**src/rtl/exu_md_pkg.sv**
```systemverilog
// Shared opcode and state encodings for the exu_md execute stage.
package exu_md_pkg;

  typedef enum logic [4:0] {
    OP_ADD    = 5'd0,
    OP_SUB    = 5'd1,
    OP_SLL    = 5'd2,
    OP_SLT    = 5'd3,
    OP_SLTU   = 5'd4,
    OP_XOR    = 5'd5,
    OP_SRL    = 5'd6,
    OP_SRA    = 5'd7,
    OP_OR     = 5'd8,
    OP_AND    = 5'd9,
    OP_PASS2  = 5'd10,
    OP_MUL    = 5'd16,
    OP_MULH   = 5'd17,
    OP_MULHSU = 5'd18,
    OP_MULHU  = 5'd19,
    OP_DIV    = 5'd20,
    OP_DIVU   = 5'd21,
    OP_REM    = 5'd22,
    OP_REMU   = 5'd23
  } op_e;

  typedef enum logic [1:0] {
    S_IDLE,
    S_BUSY,
    S_OUT
  } state_e;

  function automatic logic is_m_op(input logic [4:0] op);
    return (op >= 5'd16) && (op <= 5'd23);
  endfunction

  function automatic logic is_alu_op(input logic [4:0] op);
    return op <= 5'd10;
  endfunction

  function automatic logic is_div_op(input logic [4:0] op);
    return (op >= 5'd20) && (op <= 5'd23);
  endfunction

  function automatic logic src1_signed(input logic [4:0] op);
    return op inside {OP_MULH, OP_MULHSU, OP_DIV, OP_REM};
  endfunction

  function automatic logic src2_signed(input logic [4:0] op);
    return op inside {OP_MULH, OP_DIV, OP_REM};
  endfunction

endpackage

```
**src/rtl/exu_md_md_iter.sv**
```systemverilog
// Iterative multiply/divide unit: WIDTH steps of shift-add or restoring
// division on operand magnitudes, with a sign fixup on the final step.
module md_iter
  import exu_md_pkg::*;
#(
  parameter int unsigned WIDTH = 32
) (
  input  logic             clk,
  input  logic             rst,
  input  logic             flush_i,
  input  logic             start_i,
  input  logic [4:0]       op_i,
  input  logic [WIDTH-1:0] src1_i,
  input  logic [WIDTH-1:0] src2_i,
  output logic             done_o,
  output logic [WIDTH-1:0] result_o
);

  localparam int unsigned CW = $clog2(WIDTH + 1);

  logic [CW-1:0]    cnt_q, cnt_d;
  logic [WIDTH-1:0] hi_q, hi_d, lo_q, lo_d, opd_q, opd_d, dvd_q, dvd_d;
  logic             is_div_q, is_div_d, neg_q, neg_d;
  logic             hi_sel_q, hi_sel_d, rem_sel_q, rem_sel_d, dvz_q, dvz_d;

  logic             sa, sb;
  logic [WIDTH-1:0] mag1, mag2;
  logic [WIDTH:0]   sum, trial;
  logic [WIDTH-1:0] step_hi, step_lo, dval, dval_s;
  logic [2*WIDTH-1:0] prod, prod_s;

  assign sa   = src1_signed(op_i) & src1_i[WIDTH-1];
  assign sb   = src2_signed(op_i) & src2_i[WIDTH-1];
  assign mag1 = sa ? (~src1_i + 1'b1) : src1_i;
  assign mag2 = sb ? (~src2_i + 1'b1) : src2_i;

  // hi/lo hold {partial product, multiplier} for multiply and
  // {partial remainder, dividend/quotient} for divide.
  always_comb begin
    sum   = {1'b0, hi_q} + (lo_q[0] ? {1'b0, opd_q} : '0);
    trial = {hi_q, lo_q[WIDTH-1]} - {1'b0, opd_q};
    if (is_div_q) begin
      step_hi = trial[WIDTH] ? {hi_q[WIDTH-2:0], lo_q[WIDTH-1]} : trial[WIDTH-1:0];
      step_lo = {lo_q[WIDTH-2:0], ~trial[WIDTH]};
    end else begin
      step_hi = sum[WIDTH:1];
      step_lo = {sum[0], lo_q[WIDTH-1:1]};
    end
  end

  always_comb begin
    prod   = {step_hi, step_lo};
    prod_s = neg_q ? (~prod + 1'b1) : prod;
    dval   = rem_sel_q ? step_hi : step_lo;
    dval_s = neg_q ? (~dval + 1'b1) : dval;
    if (is_div_q) begin
      if (dvz_q) result_o = rem_sel_q ? dvd_q : '1;
      else       result_o = dval_s;
    end else begin
      result_o = hi_sel_q ? prod_s[2*WIDTH-1:WIDTH] : prod_s[WIDTH-1:0];
    end
  end

  assign done_o = (cnt_q == CW'(1));

  always_comb begin
    cnt_d     = cnt_q;
    hi_d      = hi_q;
    lo_d      = lo_q;
    opd_d     = opd_q;
    dvd_d     = dvd_q;
    is_div_d  = is_div_q;
    neg_d     = neg_q;
    hi_sel_d  = hi_sel_q;
    rem_sel_d = rem_sel_q;
    dvz_d     = dvz_q;
    if (flush_i) begin
      cnt_d = '0;
    end else if (start_i) begin
      cnt_d     = CW'(WIDTH);
      hi_d      = '0;
      lo_d      = mag1;
      opd_d     = mag2;
      dvd_d     = src1_i;
      is_div_d  = is_div_op(op_i);
      rem_sel_d = op_i inside {OP_REM, OP_REMU};
      hi_sel_d  = op_i inside {OP_MULH, OP_MULHSU, OP_MULHU};
      neg_d     = rem_sel_d ? sa : (sa ^ sb);
      dvz_d     = (src2_i == '0);
    end else if (cnt_q != '0) begin
      cnt_d = cnt_q - CW'(1);
      hi_d  = step_hi;
      lo_d  = step_lo;
    end
  end

  always_ff @(posedge clk) begin
    if (rst) begin
      cnt_q     <= '0;
      hi_q      <= '0;
      lo_q      <= '0;
      opd_q     <= '0;
      dvd_q     <= '0;
      is_div_q  <= 1'b0;
      neg_q     <= 1'b0;
      hi_sel_q  <= 1'b0;
      rem_sel_q <= 1'b0;
      dvz_q     <= 1'b0;
    end else begin
      cnt_q     <= cnt_d;
      hi_q      <= hi_d;
      lo_q      <= lo_d;
      opd_q     <= opd_d;
      dvd_q     <= dvd_d;
      is_div_q  <= is_div_d;
      neg_q     <= neg_d;
      hi_sel_q  <= hi_sel_d;
      rem_sel_q <= rem_sel_d;
      dvz_q     <= dvz_d;
    end
  end

endmodule

```
**src/rtl/exu_md.sv**
```systemverilog
// Execute stage: single-cycle ALU plus optional iterative M unit, with a
// registered valid/ready output carrying the op's sideband tag.
module exu_md
  import exu_md_pkg::*;
#(
  parameter int unsigned WIDTH = 32,
  parameter int unsigned TAG_W = 64,
  parameter bit          HAS_M = 1'b1
) (
  input  logic             clk,
  input  logic             rst,
  input  logic             flush,
  input  logic             in_valid,
  output logic             in_ready,
  input  logic [4:0]       in_op,
  input  logic [WIDTH-1:0] in_src1,
  input  logic [WIDTH-1:0] in_src2,
  input  logic [TAG_W-1:0] in_tag,
  output logic             out_valid,
  input  logic             out_ready,
  output logic [WIDTH-1:0] out_result,
  output logic             out_zero,
  output logic             out_illegal,
  output logic [TAG_W-1:0] out_tag
);

  localparam int unsigned SHW = $clog2(WIDTH);

  state_e           state_q, state_d;
  logic             out_valid_q, out_valid_d;
  logic [WIDTH-1:0] result_q, result_d;
  logic             illegal_q, illegal_d;
  logic [TAG_W-1:0] tag_q, tag_d;

  logic             accept, m_go, md_start, md_done;
  logic [WIDTH-1:0] md_result, alu_res;
  logic [SHW-1:0]   shamt;

  assign in_ready = ~flush & ((state_q == S_IDLE) | ((state_q == S_OUT) & out_ready));
  assign accept   = in_valid & in_ready;
  assign m_go     = HAS_M & is_m_op(in_op);
  assign md_start = accept & m_go;
  assign shamt    = in_src2[SHW-1:0];

  always_comb begin
    alu_res = '0;
    case (in_op)
      OP_ADD:   alu_res = in_src1 + in_src2;
      OP_SUB:   alu_res = in_src1 - in_src2;
      OP_SLL:   alu_res = in_src1 << shamt;
      OP_SLT:   alu_res = {{(WIDTH-1){1'b0}}, $signed(in_src1) < $signed(in_src2)};
      OP_SLTU:  alu_res = {{(WIDTH-1){1'b0}}, in_src1 < in_src2};
      OP_XOR:   alu_res = in_src1 ^ in_src2;
      OP_SRL:   alu_res = in_src1 >> shamt;
      OP_SRA:   alu_res = $signed(in_src1) >>> shamt;
      OP_OR:    alu_res = in_src1 | in_src2;
      OP_AND:   alu_res = in_src1 & in_src2;
      OP_PASS2: alu_res = in_src2;
      default:  alu_res = '0;
    endcase
  end

  generate
    if (HAS_M) begin : g_md
      md_iter #(.WIDTH(WIDTH)) u_md_iter (
        .clk      (clk),
        .rst      (rst),
        .flush_i  (flush),
        .start_i  (md_start),
        .op_i     (in_op),
        .src1_i   (in_src1),
        .src2_i   (in_src2),
        .done_o   (md_done),
        .result_o (md_result)
      );
    end else begin : g_no_md
      assign md_done   = 1'b0;
      assign md_result = '0;
    end
  endgenerate

  always_comb begin
    state_d     = state_q;
    out_valid_d = out_valid_q;
    result_d    = result_q;
    illegal_d   = illegal_q;
    tag_d       = tag_q;
    if (flush) begin
      state_d     = S_IDLE;
      out_valid_d = 1'b0;
    end else begin
      case (state_q)
        S_IDLE, S_OUT: begin
          if ((state_q == S_OUT) && out_ready) begin
            state_d     = S_IDLE;
            out_valid_d = 1'b0;
          end
          if (accept) begin
            tag_d = in_tag;
            if (m_go) begin
              state_d     = S_BUSY;
              out_valid_d = 1'b0;
            end else begin
              state_d     = S_OUT;
              out_valid_d = 1'b1;
              illegal_d   = ~is_alu_op(in_op);
              result_d    = is_alu_op(in_op) ? alu_res : '0;
            end
          end
        end
        S_BUSY: begin
          if (md_done) begin
            state_d     = S_OUT;
            out_valid_d = 1'b1;
            result_d    = md_result;
            illegal_d   = 1'b0;
          end
        end
        default: state_d = S_IDLE;
      endcase
    end
  end

  always_ff @(posedge clk) begin
    if (rst) begin
      state_q     <= S_IDLE;
      out_valid_q <= 1'b0;
      result_q    <= '0;
      illegal_q   <= 1'b0;
      tag_q       <= '0;
    end else begin
      state_q     <= state_d;
      out_valid_q <= out_valid_d;
      result_q    <= result_d;
      illegal_q   <= illegal_d;
      tag_q       <= tag_d;
    end
  end

  assign out_valid   = out_valid_q;
  assign out_result  = result_q;
  assign out_zero    = (result_q == '0);
  assign out_illegal = illegal_q;
  assign out_tag     = tag_q;

endmodule

```
**config.mk**
```make
export PLATFORM = sky130hd
export DESIGN_NAME = exu_md
export DESIGN_NICKNAME = d
export VERILOG_FILES = /design/src/rtl/exu_md_pkg.sv /design/src/rtl/exu_md_md_iter.sv /design/src/rtl/exu_md.sv
export SDC_FILE = /design/constraint.sdc
export NUM_CORES = 2
export LEC_CHECK = 0
export CORE_AREA = 2 2 342 344
export DETAILED_ROUTE_END_ITERATION = 16
export DIE_AREA = 0 0 344 346
export PLACE_DENSITY = 0.38
export REMOVE_ABC_BUFFERS = 1
export SLEW_MARGIN = 20
export SYNTH_ARGS = -nofsm -noshare
export SYNTH_HDL_FRONTEND = slang
export SYNTH_HIERARCHICAL = 1
export SYNTH_SLANG_ARGS = --single-unit
```
**constraint.sdc**
```tcl
create_clock -name clk -period 8.2 [get_ports clk]
set_clock_uncertainty 0.2 [all_clocks]
set_input_delay 1.23 -clock clk [delete_from_list [all_inputs] [get_ports clk]]
set_output_delay 1.23 -clock clk [all_outputs]
set_load 0.03 [all_outputs]
```
After elaboration in Yosys (flattened, before gate mapping)
Cells that the tools add are included.

Register bits: 239. Input bits: 138. Logic and storage cells: 138.

Add/subtract/negate cells: 9. $lt $le $gt $ge: 6. Equal/unequal tests: 23. Shifts and indexed selects: 3. Multiplexer cells: 40. Bitwise gates (word level): 18. Reductions and logical operators: 23.

Operators with widths (number): 2-to-1 mux 32 bit (20); one-hot mux 32 bit (11 select lines) (1); adder 32 x 1 -> 32 bit (second input constant) (3); inverter 32 bit (3); adder 64 x 1 -> 64 bit (second input constant) (1); logical NOT 32 bit (2); less-than comparator 32 bit (2); 2-to-1 mux 64 bit (1); inverter 64 bit (1); one-hot mux 32 bit (2 select lines) (1); adder 32 x 33 -> 33 bit (1); subtractor 33 x 32 -> 33 bit (1); adder 32 bit (1); bitwise AND 32 bit (1); OR 32 bit (1); << shifter 32 x 5 -> 32 bit (1); >> shifter 32 x 5 -> 32 bit (1); >>> shifter 32 x 5 -> 32 bit (1); subtractor 32 bit (1); XOR 32 bit (1); == test 5 bit (second input constant) (6); == test 5 x 3 -> 1 bit (second input constant) (4); == test 5 x 4 -> 1 bit (second input constant) (3); 2-to-1 mux 6 bit (2); 32 further kinds (62).

Logic depth before layout (Yosys ltp)
Depth after elaboration: 11. Mapped depth: 31.

Hierarchy
Netlist, hierarchy kept.

Modules (own cells, without submodules): md_iter (times used 1, cells each 2278, area an instance 16035.4 um2, seq. area each 2782.7 um2); exu_md (times used 1, cells each 1916, area an instance 13788.2 um2, seq. area each 2001.9 um2).

Least setup slack after synthesis
No wires, ideal clock.

Path type: register to register. Start: register g_md.u_md_iter.lo_q[31]. End: register result_q[26] (netlist: out_result[26]). Setup time: 126 ps. Arrival: 6272 ps. Setup slack: 1602 ps. Cell stages (with the launch flop): 31. Clock period less this slack: 6598 ps. Cells stage by stage: dfxtp_1 > inv_1 > ha_1 > inv_1 > fa_1 > a211oi_1 > o211ai_2 > a211oi_2 > nor3_1 > o211ai_2 > buf_4 > clkbuf_1 > nor2_1 > nor2_1 > ha_1 > o211ai_1 > or4_1 > clkbuf_1 > nand3b_1 > nor3_1 > nand4_1 > nor2_1 > a31oi_1 > xnor2_1 > a221o_1 > nand2_1 > nor4b_1 > o2111ai_1 > a211o_1 > or4b_1 > o211ai_1.

Cells in the longest elaborated chain, start to end: 11. Elaborated cells between the ends (all ways): 17. Classes of those cells: 3 x add/sub; 11 x mux; 3 x bitwise.

Ends and longest elaborated chain: start, declared (line exu_md_md_iter.sv:22) `logic [WIDTH-1:0] hi_q, hi_d, lo_q, lo_d, opd_q, opd_d, dvd_q, dvd_d;`; start signal, assigned (line exu_md_md_iter.sv:112) `lo_q <= lo_d;`; subtractor 33 x 32 -> 33 bit (line exu_md_md_iter.sv:41) `trial = {hi_q, lo_q[WIDTH-1]} - {1'b0, opd_q};`; 2-to-1 mux 32 bit or inverter 1 bit (tied branches) (line exu_md_md_iter.sv:43, exu_md_md_iter.sv:44); 2-to-1 mux 32 bit (line exu_md_md_iter.sv:42) `if (is_div_q) begin`; 2-to-1 mux 32 bit (line exu_md_md_iter.sv:54) `dval = rem_sel_q ? step_hi : step_lo;`; inverter 32 bit (line exu_md_md_iter.sv:55) `dval_s = neg_q ? (~dval + 1'b1) : dval;`; adder 32 x 1 -> 32 bit (line exu_md_md_iter.sv:55); 2-to-1 mux 32 bit (line exu_md_md_iter.sv:55); 2-to-1 mux 32 bit (line exu_md_md_iter.sv:57) `if (dvz_q) result_o = rem_sel_q ? dvd_q : '1;`; 2-to-1 mux 32 bit * (line exu_md_md_iter.sv:56) `if (is_div_q) begin`; net md_result[26] (line exu_md.sv:36) `logic [WIDTH-1:0] md_result, alu_res;`; 2-to-1 mux 32 bit * (line exu_md.sv:112) `if (md_done) begin`; one-hot mux 32 bit (2 select lines) * (line exu_md.sv:92) `case (state_q)`; end signal, assigned (line exu_md.sv:134) `result_q <= result_d;`; end, declared (line exu_md.sv:31) `logic [WIDTH-1:0] result_q, result_d;`.

Mark *: on every way through the listed nets, which the timed path passes. The rest lies on a longest branch. The select of a mux whose other input is x is not followed. A chain may end at the register's enable or synchronous reset.

Worst setup path in the final report
Ends and elaborated chain as after synthesis.

==> results.py <==
metrics = {
    "global_route": {
        "groute.usage.overall": 0.274,
        "first_global_vias": 32600,
        "grt_antenna_before_repair": 4,
        "overflow": 0,
        "grt_start_max_net_pins": 121,
        "grt_first_pass_wirelength_um": 241000,
    },
    "setup_path": {
        "start_kind": "flop",
        "critPathMaxStageDelay_ns": 0.54,
        "crit_type": "flop to flop",
        "crit_arrival_ns": 7.63,
        "r2r_cells": 31,
        "critPathLaunch": "g_md.u_md_iter/lo_q[31]",
        "required_ns": 8.47,
        "r2r_start": "g_md.u_md_iter/lo_q[31]",
        "crit_end": "out_result[26]",
        "cpMaxStageDelayCell": "or4_1",
        "worstReg2RegEnd": "out_result[26]",
        "reg2reg_setup_slack_ns": 0.84,
        "cp-end-kind": "flop",
        "worstPathMaxFanout": 7,
    },
    "die": {
        "core_mm2": 0.115,
        "dieArea_mm2": 0.119,
        "ios": 238,
        "num_rows": 125,
        "die_x_um": 344,
        "initial_utilization": 0.258,
        "die_y_um": 346,
    },
    "sta": {
        "slew_headroom": 0.176,
        "worstMarginPinSlew_ns": 1.23,
        "setup_violations": 0,
        "period_share": 0.898,
        "min_period_ns": 7.36,
        "finalHoldViolCount": 0,
        "fmax_ghz": 0.136,
        "rsz0062_at_grt": "false",
        "final_max_slew_viol_count": 0,
    },
    "detailed_routing": {
        "dr_total_vias": 33700,
        "wl_per_cell_um": 29.0,
        "drt-total-wl_um": 169000,
        "dr.first_iter.drc_count": 3210,
        "drtAntennaViolNets": 0,
        "drc": 0,
        "vias_per_cell": 5.77,
        "drtPass1Iterations": 6,
    },
    "power": {
        "p_per_area_mw_per_mm2": 156,
        "ir_worst_vdd_uv": 148,
        "leakagePower_nw": 13.0,
    },
    "cts": {
        "postCtsSetupRepairBufs": 0,
        "cts_tree": "done",
        "clock_sinks": 239,
        "cts_buffer_depth": 3,
        "clock_latency_ns": 0.59,
        "cts.clk_slew.worst_paths_ns": 0.07,
        "cts.hold.buffers_added": 0,
        "cts_made_buffers": 35,
        "htree_levels": 2,
        "ctsResizeCount": 0,
        "clock-root-buffer": "clkbuf_16",
    },
    "layout": {
        "final_util": 0.302,
        "nets": 4599,
        "final_cell_mix": "nand2_1, nor2_1, a21oi_1, dfxtp_1, o21ai_0",
        "drive_above_1_share": 0.0897,
        "final_common_cell": "nand2_1",
        "areaGrowthSynthToFinish_pct": 17.0,
        "fillerInstances": 12900,
        "final_area_mm2": 0.0349,
        "ff_latch_area_mm2": 0.00479,
        "multiInputGateArea_mm2": 0.0231,
    },
    "logic_synthesis": {
        "synth-main-ff-cell": "dfxtp_1",
        "synth-edff-count": 0,
        "ys_warn_count": 6,
        "seq_area_frac_synth": 0.160,
        "ys_types": 124,
        "syn-instance-count": 4194,
        "ys_ff_latch": 239,
        "syn_area_mm2": 0.0298,
        "synthArstFlopShare": 0,
        "synth_area_per_cell_um2": 7.11,
    },
    "outcome": {
        "outcome": "finished, final reports clean",
    },
    "flow_run": {
        "max-cap-violations": 0,
    },
    "worst_hold_path": {
        "worstHoldPathType": "flop to flop",
    },
    "placed_design": {
        "dpl_cell_area_mm2": 0.0338,
        "port_buffers": 237,
        "post-dp-hpwl_um": 130000,
        "place.gp.congestion": 1.00,
    },
}
-- area by class of cell --
class,instances,area share
inverter,173,0.0186
clock inverter,12,0.00398
clock buffer,44,0.0278
timing repair buffer,354,0.0938
antenna,3,0.000215
multi-input combinational,3480,0.664
sequential,239,0.137
tap,1524,0.0547
-- worst max-delay path, delay by kind of cell (launching register included) --
family          cells  cell delay (ns)
flops               1             0.30
buf+inv             5             0.64
fa+ha+maj           3             0.90
xor+xnor            1             0.19
simple gates       11             2.50
compound gates     11             2.51
-- cells in the mapped netlist (46+ instances only) --
| cell type | n | area, um^2 |
|---|---|---|
| nor2_1 | 431 | 1620 |
| dfxtp_1 | 239 | 4780 |
| nand3_1 | 59 | 295 |
| nand2_1 | 546 | 2050 |
| o211ai_1 | 47 | 353 |
| mux4_2 | 46 | 1040 |
| ha_1 | 174 | 2180 |
| o21ai_0 | 233 | 1170 |
| or3_1 | 47 | 294 |
| xnor2_1 | 80 | 701 |
| nor3_1 | 118 | 591 |
| a21oi_1 | 423 | 2120 |
| mux2i_1 | 95 | 951 |
| clkbuf_1 | 197 | 739 |
| a21o_1 | 46 | 345 |
| buf_2 | 54 | 270 |
| inv_1 | 166 | 623 |
| a211oi_1 | 129 | 968 |
| xor2_1 | 86 | 753 |
| and2_1 | 67 | 419 |
-- worst min path at each step --
stage / start / end / cells after the start
after floorplan: g_md.u_md_iter/dvd_q[8] / g_md.u_md_iter/dvd_q[8] / 2
after CTS: out_tag[35] / out_tag[35] / 2
final: out_tag[41] / out_tag[41] / 2
after detailed placement: out_tag[35] / out_tag[35] / 2
after global routing: out_tag[27] / out_tag[27] / 2
after global placement: out_tag[13] / out_tag[13] / 2
-- state kept, by name, summed over array words and instances, names as in the netlist, 2 cells and up --
name and flops:
out_tag 64, g_md.u_md_iter/dvd_q 32, state_q 2, g_md.u_md_iter/hi_q 32, g_md.u_md_iter/cnt_q 6, g_md.u_md_iter/opd_q 32
g_md.u_md_iter/lo_q 32, out_result 32
-- power by group --
| part | switching, mW | internal (mW) | total (mW) |
|---|---|---|---|
| Clock | 0.650 | 0.899 | 1.55 |
| Sequential | 0.0547 | 1.22 | 1.27 |
| Combinational | 1.78 | 0.835 | 2.61 |
-- through the flow --
stage | cells | setup slack, ns | TNS (ns) | hold WS [ns] | power (mW)
final | 5829 | 0.838 | 0 | 0.251 | 5.43
after global placement | 5770 | 1.04 | 0 | 0.242 | 3.89
after CTS | 5826 | 0.882 | 0 | 0.254 | 5.45
after floorplan | 3892 | -0.600 | -3.04 | 0.227 | 2.73
after global routing | 5826 | 0.270 | 0 | 0.270 | 5.69
after detailed placement | 5770 | 0.882 | 0 | 0.246 | 3.86
-- per-layer routing --
layer  global-route usage  routed length (um)  up-vias  part of all wire
li1                     -                   -    15700                 -
met1                0.359               73400    16500              0.43
met2                0.445               77400     1156              0.46
met3               0.0301                8460      306             0.050
met4                0.136                9490        0             0.056
met5                    0                   0        -                 0
-- kinds of logic (layout without fill, tap and decap cells) --
group / Yosys count / count (layout) / synth area share
and+or+nand+nor: 1528 / 1528 / 0.241
AOI/OAI and AO/OA: 1419 / 1419 / 0.323
buffers and inverters: 475 / 583 / 0.0662
DFF: 239 / 239 / 0.160
muxes: 189 / 189 / 0.0851
adders and majority gates: 178 / 178 / 0.0757
xor gates and xnor gates: 166 / 166 / 0.0487
other: 0 / 3 / 0
Note: power is estimated with default switching activity, not from simulation.
